`src/rtl/rv32i_pkg.sv`:
```
// Shared RV32I load/store encodings, memory-access FSM states and the
// request legality helpers used by the memory-access stage.
package rv32i_pkg;

  localparam logic [2:0] F3_B  = 3'b000;
  localparam logic [2:0] F3_H  = 3'b001;
  localparam logic [2:0] F3_W  = 3'b010;
  localparam logic [2:0] F3_BU = 3'b100;
  localparam logic [2:0] F3_HU = 3'b101;

  typedef enum logic [1:0] {
    IDLE   = 2'd0,
    REQ    = 2'd1,
    WAIT_R = 2'd2
  } mau_state_t;

  // Stores only have signed encodings; loads add the unsigned byte/half forms.
  function automatic logic f3_legal(input logic we, input logic [2:0] f3);
    logic ok;
    ok = 1'b0;
    case (f3)
      F3_B, F3_H, F3_W: ok = 1'b1;
      F3_BU, F3_HU:     ok = ~we;
      default:          ok = 1'b0;
    endcase
    return ok;
  endfunction

  // Halfwords need an even address, words need a 4-byte aligned address.
  function automatic logic addr_aligned(input logic [2:0] f3, input logic [1:0] lane);
    logic ok;
    ok = 1'b1;
    case (f3)
      F3_H, F3_HU: ok = ~lane[0];
      F3_W:        ok = (lane == 2'b00);
      default:     ok = 1'b1;
    endcase
    return ok;
  endfunction

endpackage

```
`src/rtl/load_align.sv`:
```
// Combinational load aligner: selects the addressed byte/halfword from a raw
// 32-bit memory word and sign- or zero-extends it per the load funct3.
module load_align
  import rv32i_pkg::*;
#(
  parameter int DataWidth = 32
) (
  input  logic [DataWidth-1:0] rdata,
  input  logic [1:0]           lane,
  input  logic [2:0]           funct3,
  output logic [DataWidth-1:0] ext_data
);

  logic [7:0]  byte_sel;
  logic [15:0] half_sel;

  // Lane extraction and extension of the selected field.
  always_comb begin
    byte_sel = rdata[8*lane +: 8];
    half_sel = rdata[16*lane[1] +: 16];
    ext_data = rdata;
    case (funct3)
      F3_B:    ext_data = {{(DataWidth-8){byte_sel[7]}}, byte_sel};
      F3_BU:   ext_data = {{(DataWidth-8){1'b0}}, byte_sel};
      F3_H:    ext_data = {{(DataWidth-16){half_sel[15]}}, half_sel};
      F3_HU:   ext_data = {{(DataWidth-16){1'b0}}, half_sel};
      default: ext_data = rdata;
    endcase
  end

endmodule

```
`src/rtl/mem_access_unit.sv`:
```
// RV32I memory-access stage: accepts one load/store at a time, runs the
// req/gnt/rvalid handshake with data memory, formats store lanes/strobes and
// returns aligned, extended load data to write-back.
module mem_access_unit
  import rv32i_pkg::*;
#(
  parameter int DataWidth = 32,
  parameter int AddrWidth = 32
) (
  input  logic                 clk,
  input  logic                 rst_n,
  input  logic                 req_valid,
  output logic                 req_ready,
  input  logic                 req_we,
  input  logic [2:0]           req_funct3,
  input  logic [AddrWidth-1:0] req_addr,
  input  logic [DataWidth-1:0] req_wdata,
  output logic                 mem_req,
  output logic                 mem_we,
  output logic [AddrWidth-1:0] mem_addr,
  output logic [DataWidth-1:0] mem_wdata,
  output logic [3:0]           mem_wstrb,
  input  logic                 mem_gnt,
  input  logic                 mem_rvalid,
  input  logic [DataWidth-1:0] mem_rdata,
  output logic                 load_valid,
  output logic [DataWidth-1:0] data_mem_out,
  output logic                 store_done,
  output logic                 access_err
);

  mau_state_t state, state_nxt;

  logic                 req_we_p0;
  logic [2:0]           req_f3_p0;
  logic [AddrWidth-1:0] req_addr_p0;
  logic [DataWidth-1:0] req_wdata_p0;

  logic                 accept;
  logic                 req_ok;
  logic [DataWidth-1:0] load_ext;

  assign accept = (state == IDLE) && req_valid;
  assign req_ok = f3_legal(req_we, req_funct3) && addr_aligned(req_funct3, req_addr[1:0]);

  load_align #(
    .DataWidth(DataWidth)
  ) u_load_align (
    .rdata   (mem_rdata),
    .lane    (req_addr_p0[1:0]),
    .funct3  (req_f3_p0),
    .ext_data(load_ext)
  );

  // State register; async reset abandons any in-flight transaction.
  always_ff @(posedge clk or negedge rst_n) begin
    if (!rst_n) state <= IDLE;
    else        state <= state_nxt;
  end

  // Next-state logic; stray gnt/rvalid outside their states fall to default hold.
  always_comb begin
    state_nxt = state;
    case (state)
      IDLE:    if (req_valid && req_ok) state_nxt = REQ;
      REQ:     if (mem_gnt) state_nxt = req_we_p0 ? IDLE : WAIT_R;
      WAIT_R:  if (mem_rvalid) state_nxt = IDLE;
      default: state_nxt = IDLE;
    endcase
  end

  // Memory-side outputs: driven from the request latches only while requesting.
  always_comb begin
    req_ready = (state == IDLE);
    mem_req   = 1'b0;
    mem_we    = 1'b0;
    mem_addr  = '0;
    mem_wdata = '0;
    mem_wstrb = 4'b0000;
    if (state == REQ) begin
      mem_req  = 1'b1;
      mem_we   = req_we_p0;
      mem_addr = {req_addr_p0[AddrWidth-1:2], 2'b00};
      if (req_we_p0) begin
        case (req_f3_p0)
          F3_B: begin
            mem_wdata = {4{req_wdata_p0[7:0]}};
            mem_wstrb = 4'b0001 << req_addr_p0[1:0];
          end
          F3_H: begin
            mem_wdata = {2{req_wdata_p0[15:0]}};
            mem_wstrb = 4'b0011 << req_addr_p0[1:0];
          end
          default: begin
            mem_wdata = req_wdata_p0;
            mem_wstrb = 4'b1111;
          end
        endcase
      end
    end
  end

  // Request latch: captured on every accept, held through the transaction.
  always_ff @(posedge clk) begin
    if (accept) begin
      req_we_p0    <= req_we;
      req_f3_p0    <= req_funct3;
      req_addr_p0  <= req_addr;
      req_wdata_p0 <= req_wdata;
    end
  end

  // Completion pulses and the write-back load register.
  always_ff @(posedge clk or negedge rst_n) begin
    if (!rst_n) begin
      load_valid   <= 1'b0;
      store_done   <= 1'b0;
      access_err   <= 1'b0;
      data_mem_out <= '0;
    end else begin
      load_valid <= (state == WAIT_R) && mem_rvalid;
      store_done <= (state == REQ) && mem_gnt && req_we_p0;
      access_err <= accept && !req_ok;
      if ((state == WAIT_R) && mem_rvalid) data_mem_out <= load_ext;
    end
  end

endmodule

```
`config.mk`:
```
export PLATFORM = sky130hd
export DESIGN_NAME = mem_access_unit
export DESIGN_NICKNAME = d
export VERILOG_FILES = /design/src/rtl/rv32i_pkg.sv /design/src/rtl/load_align.sv /design/src/rtl/mem_access_unit.sv
export SDC_FILE = /design/constraint.sdc
export NUM_CORES = 1
export LEC_CHECK = 0
export ABC_CLOCK_PERIOD_IN_PS = 3900
export BUFFER_PORTS_ARGS = -buffer_cell sky130_fd_sc_hd__buf_2
export CAP_MARGIN = 10
export CORE_ASPECT_RATIO = 0.6
export CORE_UTILIZATION = 45
export CTS_BUF_LIST = sky130_fd_sc_hd__clkbuf_16
export CTS_CLUSTER_SIZE = 24
export DETAILED_ROUTE_END_ITERATION = 6
export PLACE_DENSITY = 0.78
export SYNTH_ARGS = -nofsm -noshare
export SYNTH_HDL_FRONTEND = slang
export SYNTH_HIERARCHICAL = 1
export SYNTH_SLANG_ARGS = --single-unit
```
`constraint.sdc`:
```
create_clock -name clk -period 3.9 [get_ports clk]
set_input_delay 0.195 -clock clk [delete_from_list [all_inputs] [get_ports clk]]
set_output_delay 0.195 -clock clk [all_outputs]
set_load 0.01 [all_outputs]
```
==> results.json, run 1 <==
{
  "status": "complete, but fails checks",
  "violations": "design-rule violations",
  "rows": 29,
  "crit_family": "simple AND/OR/NAND/NOR gates",
  "gp_congestion": 0.960,
  "synth-xor-area-share": 0,
  "nFillCells": 879,
  "p_clk_frac": 0.271,
  "synth_compound_area_frac": 0.0842,
  "hold_buffers": 1,
  "start_util": 0.468,
  "numCtsBuffers": 9,
  "tns_ns": 0,
  "worstSetupEndpointType": "primary output",
  "grt_max_degree": 47,
  "mostFrequentLayoutCells": "buf_2 (208), nand2_1 (71), edfxtp_1 (68)",
  "sequentialPowerShare": 0.460,
  "hold_violations": 0,
  "seq_area_frac_synth": 0.593,
  "cts_setup_buffers": 0,
  "maxSlewViolCount": 0,
  "yosys.area_share.simple": 0.150,
  "final_layout_size_suffix_gt1_frac": 0.454,
  "grt-ovfl-total": 0,
  "area_growth_pct": 28.1,
  "skew_ns": 0.00987,
  "multi_input_comb_area_sq_um": 1860,
  "antenna_found_initial": 0,
  "avgSynthCellArea_sq_um": 12.3,
  "cp-start-kind": "register",
  "fin_util": 0.599,
  "antenna_cells": 0,
  "htree_levels": 3,
  "ys.flop_type": "edfxtp_1",
  "syn_inst": 407,
  "clkTransAtPathRegs_ns": 0.07,
  "hp-class": "in -> reg",
  "vias": 3906,
  "die_height_um": 83.7,
  "hpwl_um": 9950,
  "ctsResizeCount": 0,
  "pre_cts_slack_ns": 1.59,
  "ys_ff_latch": 105,
  "required_ns": 3.70,
  "slowest_delay_ns": 0.68,
  "drv_cap": 0,
  "numPortBuffers": 208,
  "power_switching_mw": 1.01,
  "finalNetCount": 710,
  "cp.arrival_ns": 2.30,
  "dieArea_sq_um": 11600,
  "setup_violations": 0,
  "mostFrequentLayoutCell": "buf_2",
  "ff_latch_area_sq_um": 2970,
  "dpl.cell_count": 732,
  "peakVddDrop_mv": 0.209,
  "rsz0062_at_grt": "no",
  "p_comb_frac": 0.269,
  "tightest_slew_ns": 1.03,
  "synth_edf_count": 68,
  "dr.pass1.iters": 6,
  "grt_pass1_vias": 3665,
  "async_flop_share": 0.352,
  "viasPerCell": 5.21,
  "cts_root_buf": "clkbuf_16",
  "cts_sinks": 105,
  "min_period_over_period": 0.639,
  "grt_pass1_wl_um": 20300,
  "synth-adder-area-share": 0,
  "fin_ws_ns": 1.41,
  "first_iter_violations": 254,
  "antenna_left": 0,
  "crit_chain": "nand2_1, a211oi_1, buf_2",
  "critical_path_class": "reg -> out",
  "cts_tree": "built",
  "synth_area_sq_um": 5010,
  "die_width_um": 138,
  "crit_fanout": 29,
  "worst_skew_pair.late_latency_ns": 0.34,
  "synth_top_family_by_area": "simple AND/OR/NAND/NOR gates",
  "relSlewSlack": 0.309,
  "power_per_cell_area_nw_per_um2": 533,
  "p_leak_nw": 3.21,
  "path_buf_inv": 1,
  "max_freq_mhz": 401,
  "critPathSlowestCell": "nand2_1",
  "core_area_sq_um": 10700,
  "switching_share": 0.294,
  "synthMuxAreaShare": 0.136,
  "routed_wl_um": 13300,
  "internal_power_mw": 2.41,
  "grt_util_all_layers": 0.232,
  "wire_per_inst_um": 17.7,
  "fin_crit_ns": 2.49,
  "clock_path_buffers": 2,
  "io_pins": 211,
  "fin_cells": 749,
  "yosys_warnings": 6,
  "synth_cell_types": 41,
  "drc_errors": 26
}
## metrics by stage
| step | power (mW) | hold slack, ns | instance area [sq um] |
|---|---|---|---|
| 3_3_place_gp | 2.48 | 0.341 | 6090 |
| 5_1_grt | 3.57 | 0.00707 | 6420 |
| 6_report | 3.42 | 0.0252 | 6420 |
| 2_1_floorplan | 2.12 | -0.101 | 5010 |
| 3_5_place_dp | 2.51 | 0.352 | 6090 |
| 4_1_cts | 3.44 | 0.00983 | 6420 |
## synthesized netlist by cell type, types with 2 or more instances
cell type   n  area share
edfxtp_1   68        0.41
nand3b_1    2      0.0030
a21oi_1    25       0.025
o21bai_1    2      0.0030
mux2i_1    12       0.024
nand2_2     2      0.0025
and2_1     30       0.037
nand2b_1    2      0.0025
nor2b_1     4      0.0050
nor2_1     18       0.013
o21ai_0    19       0.019
buf_4       3      0.0045
o211ai_1    2      0.0030
dfrtp_1    37        0.18
a22oi_1     8       0.012
nor3_1      2      0.0020
nand2_1    71       0.053
inv_1       5      0.0037
and3_1      9       0.011
mux2_2      9       0.020
a211oi_1    8       0.012
mux2_4     29       0.087
buf_6       6       0.013
buf_2       7      0.0070
clkbuf_1   11      0.0082
## cell families (layout without fill, tap and decap cells)
logic type / count (synthesis) / after routing
AO/OA/AOI/OAI: 69 / 69
buffers and inverters: 32 / 234
flip-flops: 105 / 105
multiplexers: 51 / 51
other: 1 / 2
AND/OR/NAND/NOR: 149 / 149
## area by class of cell
type	instances	share of cell area
multi-input combinational	271	0.290
tap	139	0.0271
clock inverter	5	0.00624
sequential	105	0.463
inverter	5	0.00293
clock buffer	11	0.0429
timing repair buffer	213	0.168
## power by group through the flow
| stage | logic, mW | registers, mW | clock network (mW) |
|---|---|---|---|
| after floorplan | 0.481 | 1.64 | 0 |
| after global placement | 0.904 | 1.58 | 0 |
| final | 0.920 | 1.57 | 0.927 |
| after detailed placement | 0.918 | 1.59 | 0 |
| after CTS | 0.922 | 1.57 | 0.951 |
| after global routing | 0.988 | 1.60 | 0.987 |
## flip-flops by register name (all words and copies together) (netlist names), 2 cells and up
signal / count
req_addr_p0: 32
req_wdata_p0: 32
req_f3_p0: 3
state: 2
data_mem_out: 32
## routing by layer
metal / vias up / part of all wire / track usage
met1: 1847 / 0.46 / 0.327
met4: 0 / 0.010 / 0.0603
met3: 14 / 0.10 / 0.0878
met2: 212 / 0.43 / 0.336
met5: - / 0 / 0
li1: 1833 / - / -
## final timing paths
check	slack, ns	cells past startpoint	to	start
min in group asynchronous	0.51	2	data_mem_out[20]	rst_n
max	1.41	3	mem_wdata[24]	req_we_p0
max reg2reg	1.52	5	data_mem_out[20]	req_addr_p0[1]
min reg2reg	0.51	1	data_mem_out[10]	data_mem_out[10]
min	0.03	1	req_wdata_p0[2]	req_wdata[2]
max in group asynchronous	2.84	2	data_mem_out[8]	rst_n
Power figures use the tool's default switching activity.
==> run 2, diff against run 1 <==
--- a/config.mk
+++ b/config.mk
@@ -5,7 +5,8 @@
 export SDC_FILE = /design/constraint.sdc
 export NUM_CORES = 1
 export LEC_CHECK = 0
-export ABC_CLOCK_PERIOD_IN_PS = 3900
+export ABC_AREA = 1
+export ABC_CLOCK_PERIOD_IN_PS = 2550
 export BUFFER_PORTS_ARGS = -buffer_cell sky130_fd_sc_hd__buf_2
 export CAP_MARGIN = 10
 export CORE_ASPECT_RATIO = 0.6
==> constraint.sdc (replaced) <==
create_clock -name clk -period 2.55 [get_ports clk]
set_input_delay 0.1275 -clock clk [delete_from_list [all_inputs] [get_ports clk]]
set_output_delay 0.1275 -clock clk [all_outputs]
set_load 0.01 [all_outputs]
==> run 2 against run 1 <==
The run now ends clean. Wire length increased by 13%. First-iteration DRC count increased by 53%. Synthesized cell count increased by 41%. Die area increased by 1.6%. Hold slack about the same. Sequential cell count unchanged. Critical path depth increased by 5. Sequential power increased by 66%. Critical path type is now reg -> reg. Critical endpoint is now data_mem_out[28]. Largest cell class unchanged. Highest routed layer unchanged.
==> results.json, run 2 <==
{
  "status": "completed",
  "maxSlewViolCount": 0,
  "area_growth_pct": 41.3,
  "relSlewSlack": 0.394,
  "clock_path_buffers": 2,
  "dieArea_sq_um": 11800,
  "nFillCells": 879,
  "clkTransAtPathRegs_ns": 0.08,
  "synthMuxAreaShare": 0,
  "finalNetCount": 948,
  "yosysMostFrequentCell": "nand2_1",
  "htree_levels": 3,
  "rows": 29,
  "worstSetupEndpointType": "register",
  "critical_path_class": "reg -> reg",
  "fin_crit_ns": 2.17,
  "wire_per_inst_um": 15.2,
  "die_width_um": 139,
  "synth_top_family_by_area": "simple AND/OR/NAND/NOR gates",
  "synth_area_sq_um": 5090,
  "grt_util_all_layers": 0.260,
  "hp-class": "in -> reg",
  "drc_errors": 0,
  "cts_tree": "built",
  "yosys.area_share.simple": 0.279,
  "synth-xor-area-share": 0,
  "first_iter_violations": 388,
  "cts_sinks": 105,
  "min_period_over_period": 0.852,
  "cts_root_buf": "clkbuf_16",
  "antenna_found_initial": 0,
  "antenna_left": 0,
  "synth_top_area_frac": 0.401,
  "ys.flop_type": "edfxtp_1",
  "grt_pass1_wl_um": 24000,
  "start_util": 0.472,
  "crit_chain": "inv_2, nand2_1, nand3_1, nand2_1, nand2_2, nand3_1, nand2_1, nand2_1",
  "yosys_warnings": 6,
  "synth_cell_types": 30,
  "async_flop_share": 0.352,
  "seq_area_frac_synth": 0.583,
  "die_height_um": 84.4,
  "synth-adder-area-share": 0,
  "critPathMostFrequentCell": "nand2_1",
  "grt_max_degree": 42,
  "io_pins": 211,
  "reg.largest.list": "data_mem_out x32, req_addr_p0 x32, req_wdata_p0 x32",
  "tns_ns": 0,
  "syn_inst": 574,
  "antenna_cells": 0,
  "vias": 5010,
  "p_leak_nw": 3.88,
  "final_layout_size_suffix_gt1_frac": 0.314,
  "grt_pass1_vias": 4848,
  "rsz0062_at_grt": "no",
  "fin_ws_ns": 0.378,
  "worst_skew_pair.late_latency_ns": 0.35,
  "multi_input_comb_area_sq_um": 1700,
  "cts_setup_buffers": 0,
  "dr.pass1.iters": 5,
  "core_area_sq_um": 10800,
  "avgSynthCellArea_sq_um": 8.87,
  "drv_cap": 0,
  "pre_cts_slack_ns": 0.452,
  "peakVddDrop_mv": 0.470,
  "crit_fanout": 24,
  "mostFrequentLayoutCells": "buf_2 (208), nand2_1 (175), nor2_1 (78)",
  "skew_ns": 0.00764,
  "critPathSlowestCell": "edfxtp_1",
  "numCtsBuffers": 9,
  "tightest_slew_ns": 0.908,
  "synth_commonest_cells": "nand2_1 (175), nor2_1 (80), inv_1 (72)",
  "cp.arrival_ns": 2.41,
  "setup_violations": 0,
  "hpwl_um": 10200,
  "cp-start-kind": "register",
  "gp_congestion": 0.906,
  "ctsResizeCount": 0,
  "numPortBuffers": 208,
  "mostFrequentLayoutCell": "buf_2",
  "required_ns": 2.79,
  "power_per_cell_area_nw_per_um2": 890,
  "synth_area_leaders": "edfxtp_1 (40%), dfrtp_1 (18%), nand2_1 (13%)",
  "synth_compound_area_frac": 0.0509,
  "fin_util": 0.667,
  "synth_edf_count": 68,
  "ff_latch_area_sq_um": 2970,
  "yosysTopAreaCell": "edfxtp_1",
  "hold_violations": 0,
  "grt-ovfl-total": 0,
  "viasPerCell": 5.08,
  "slowest_delay_ns": 0.62,
  "max_freq_mhz": 460,
  "ys_ff_latch": 105,
  "routed_wl_um": 15000
}
==> run 2: changes by cell type in the layout (fill, tap and decap cells not counted), moves of 20 or more <==
cell / previous run / this run
mux2_4: 29 / 0
dlygate4sd3_1: 1 / 68
nand3_1: 1 / 34
and2_1: 30 / 0
nand3_2: 0 / 20
nand2_1: 71 / 175
nor2_1: 18 / 78
inv_1: 4 / 72
==> run 2: final timing paths <==
path                       cells past startpoint  slack, ns               end             start
setup / recovery                               8       0.38  data_mem_out[28]    req_addr_p0[1]
hold / removal                                 1       0.03         req_we_p0            req_we
setup reg to reg                               8       0.38  data_mem_out[28]    req_addr_p0[1]
hold reg to reg                                2       0.47  data_mem_out[26]  data_mem_out[26]
max in group asynchronous                      2       1.58          state[1]             rst_n
min in group asynchronous                      2       0.43   data_mem_out[0]             rst_n
==> run 2: cell type report <==
class,instances,share of cell area
repair buffers,283,0.247
flip-flops and latches,105,0.413
multi-input cells,367,0.236
well taps,139,0.0242
inverters,77,0.0402
clock buffers,9,0.0313
clock inverters,7,0.00870
==> run 2: layer usage <==
metal,GRT usage,share of wire,vias up
li1,-,-,2359
met1,0.337,0.42,2339
met2,0.422,0.46,265
met3,0.0764,0.094,47
met4,0.0838,0.023,0
met5,0,0,-
==> run 2: cells by family (layout without fill, tap and decap cells) <==
| logic type | count (synthesis) | after routing |
|---|---|---|
| simple gates | 321 | 321 |
| buf+inv | 103 | 376 |
| other cells | 1 | 2 |
| flops | 105 | 105 |
| compound gates | 44 | 44 |
==> run 2: critical path, delay by kind of cell, from the launching register on <==
kind                   cells  cell delay [ns]
DFF                        1             0.62
buffers and inverters      1             0.32
and+or+nand+nor            7             1.12
==> run 2: repair_timing <==
item	CTS	global route
hold endpoints to repair	104	0
setup endpoints to repair	0	0
hold buffers	68	0
==> run 2: per-stage QoR <==
stage | hold slack, ns | total power, mW | cell area [sq um] | std cells
final | 0.0254 | 6.40 | 7190 | 987
after global routing | 0.0148 | 6.80 | 7190 | 987
after CTS | 0.0193 | 6.41 | 7190 | 987
after detailed placement | 0.295 | 4.98 | 6220 | 903
after global placement | 0.266 | 4.89 | 6220 | 903
after floorplan | -0.168 | 4.02 | 5100 | 575
==> run 2: power breakdown <==
group / total, mW / leakage (nW) / switching, mW / internal, mW
Clock: 1.34 / 0.132 / 0.663 / 0.682
Sequential: 2.60 / 1.12 / 0.242 / 2.36
Combinational: 2.45 / 2.63 / 1.56 / 0.891
==> run 3, diff against run 2 <==
--- a/config.mk
+++ b/config.mk
@@ -14,8 +14,7 @@
 export CTS_BUF_LIST = sky130_fd_sc_hd__clkbuf_16
 export CTS_CLUSTER_SIZE = 24
 export DETAILED_ROUTE_END_ITERATION = 6
-export PLACE_DENSITY = 0.78
+export PLACE_DENSITY = 0.77
 export SYNTH_ARGS = -nofsm -noshare
 export SYNTH_HDL_FRONTEND = slang
-export SYNTH_HIERARCHICAL = 1
 export SYNTH_SLANG_ARGS = --single-unit
==> run 3 against run 2 <==
Power down 18%. Synthesized cell count down 0.17%. First-iteration DRC count down 4.1%. Via count down 2.5%. Highest routed layer unchanged. Non-clock buffer count up 6. Hold slack worse by 0.012 ns. Die area up 1.2%. Cell area up 0.77%. Register-to-register slack better by 0.25 ns. Sequential power down 7.7%. Combinational power down 37%.
==> results.json, run 3 <==
{
  "relSlewSlack": 0.424,
  "final_layout_size_suffix_gt1_frac": 0.320,
  "min_period_over_period": 0.920,
  "grt_pass1_vias": 4844,
  "synth_area_sq_um": 5150,
  "skew_ns": 0.00933,
  "cts_tree": "built",
  "dieArea_sq_um": 11900,
  "async_flop_share": 0.352,
  "synth_top_area_frac": 0.396,
  "cp.arrival_ns": 2.22,
  "peakVddDrop_mv": 0.503,
  "hpwl_um": 10700,
  "hp-class": "in -> reg",
  "seq_area_frac_synth": 0.576,
  "min_path_cells": 2,
  "yosysMostFrequentCell": "nand2_1",
  "worstSetupEndpointType": "primary output",
  "reg.largest.list": "data_mem_out x32, req_addr_p0 x32, req_wdata_p0 x32",
  "power_per_cell_area_nw_per_um2": 721,
  "cts_root_buf": "clkbuf_16",
  "p_leak_nw": 3.76,
  "start_util": 0.475,
  "drc_errors": 0,
  "yosysTopAreaCell": "edfxtp_1",
  "dr.pass1.iters": 5,
  "clock_path_buffers": 2,
  "rsz0062_at_grt": "no",
  "grt_pass1_wl_um": 24700,
  "setup_violations": 0,
  "fin_crit_ns": 2.34,
  "worst_skew_pair.late_latency_ns": 0.34,
  "crit_fanout": 17,
  "cts_sinks": 105,
  "avgSynthCellArea_sq_um": 8.99,
  "area_growth_pct": 40.7,
  "mostFrequentLayoutCell": "buf_2",
  "first_iter_violations": 372,
  "rows": 29,
  "antenna_left": 0,
  "ys.flop_type": "edfxtp_1",
  "critical_path_class": "reg -> out",
  "antenna_found_initial": 1,
  "r2r_cells": 6,
  "vias": 4883,
  "numPortBuffers": 208,
  "synth_cell_types": 36,
  "routed_wl_um": 15800,
  "hold_violations": 0,
  "cp-start-kind": "register",
  "die_height_um": 84.9,
  "finalNetCount": 951,
  "htree_levels": 3,
  "yosys_warnings": 0,
  "grt_util_all_layers": 0.273,
  "dpl_cell_area_sq_um": 6260,
  "synth_edf_count": 68,
  "grt_max_degree": 43,
  "design_area_sq_um": 7250,
  "ys_ff_latch": 105,
  "syn_inst": 573,
  "numCtsBuffers": 9,
  "required_ns": 2.42,
  "synth_commonest_cells": "nand2_1 (128), nor2_1 (88), inv_1 (81)",
  "die_width_um": 140,
  "gp_congestion": 0.869,
  "clkTransAtPathRegs_ns": 0.07,
  "mostFrequentLayoutCells": "buf_2 (208), nand2_1 (128), nor2_1 (88)",
  "status": "completed",
  "wire_per_inst_um": 16.0,
  "synth_area_leaders": "edfxtp_1 (40%), dfrtp_1 (18%), nand2_1 (9.3%)",
  "viasPerCell": 4.93,
  "tightest_slew_ns": 0.863,
  "core_area_sq_um": 10800,
  "tns_ns": 0,
  "io_pins": 211,
  "max_freq_mhz": 426,
  "maxSlewViolCount": 0,
  "grt-ovfl-total": 0,
  "drv_cap": 0
}
-- run 3: metal layers --
layer  global-route usage  up-vias  share of wire
li1                     -     2367              -
met1                0.371     2263           0.45
met2                0.440      229           0.46
met3               0.0643       24          0.075
met4               0.0819        0          0.016
met5                    0        -              0
-- run 3: report_power, final --
part / internal (mW) / total [mW] / switching [mW]
combinational: 0.671 / 1.55 / 0.883
sequential: 2.21 / 2.40 / 0.187
clock: 0.654 / 1.27 / 0.617
-- run 3: cell families (layout without fill, tap and decap cells) --
family / count (synthesis) / count (layout) / share of synthesized area
compound gates: 80 / 80 / 0.0836
buf+inv: 112 / 389 / 0.102
flops: 105 / 105 / 0.576
other cells: 1 / 3 / 0.000728
simple gates: 275 / 275 / 0.238
-- run 3: worst max-delay path: stages (launching register included) --
cell and delay (ns):
dfrtp_1 0.42, nor2_2 0.17, nand2_1 0.11, inv_1 0.47, o21ai_0 0.27, a21oi_1 0.25, buf_2 0.18
-- run 3: final cells by class --
class	instances	area, sq um
inverters	84	318
flip-flops and latches	105	2970
clock buffers	9	225
diodes	1	2.50
multi-input cells	357	1670
repair buffers	289	1850
well taps	139	174
clock inverters	7	41.3
fillers	880	3600
-- run 3: stage by stage --
stage | hold WS [ns] | util | power [mW] | setup slack (ns) | cells
5_1_grt | 0.0240 | 0.668 | 5.54 | 0.0549 | 990
6_report | 0.0138 | 0.668 | 5.22 | 0.205 | 991
3_3_place_gp | 0.255 | 0.577 | 3.83 | 0.547 | 902
4_1_cts | 0.0103 | 0.666 | 5.24 | 0.203 | 988
3_5_place_dp | 0.281 | 0.577 | 3.88 | 0.359 | 902
2_1_floorplan | -0.168 | - | 3.25 | 0.0607 | 574
-- run 3: path summary, 6_finish.rpt --
path,slack (ns),from,endpoint
worst min register to register,0.48,data_mem_out[8],data_mem_out[8]
worst min-delay path,0.01,mem_rvalid,state[1]
worst max-delay path,0.21,state[1],mem_wdata[17]
min in group asynchronous,0.43,rst_n,data_mem_out[4]
max in group asynchronous,1.57,rst_n,data_mem_out[18]
worst max register to register,0.63,req_f3_p0[1],data_mem_out[16]
-- run 3: repair_timing --
action,4_1_cts,5_1_grt
setup buffers,0,2
setup endpoints to repair,2,3
hold endpoints to repair,106,0
hold buffers,70,0
resized for setup,1,0
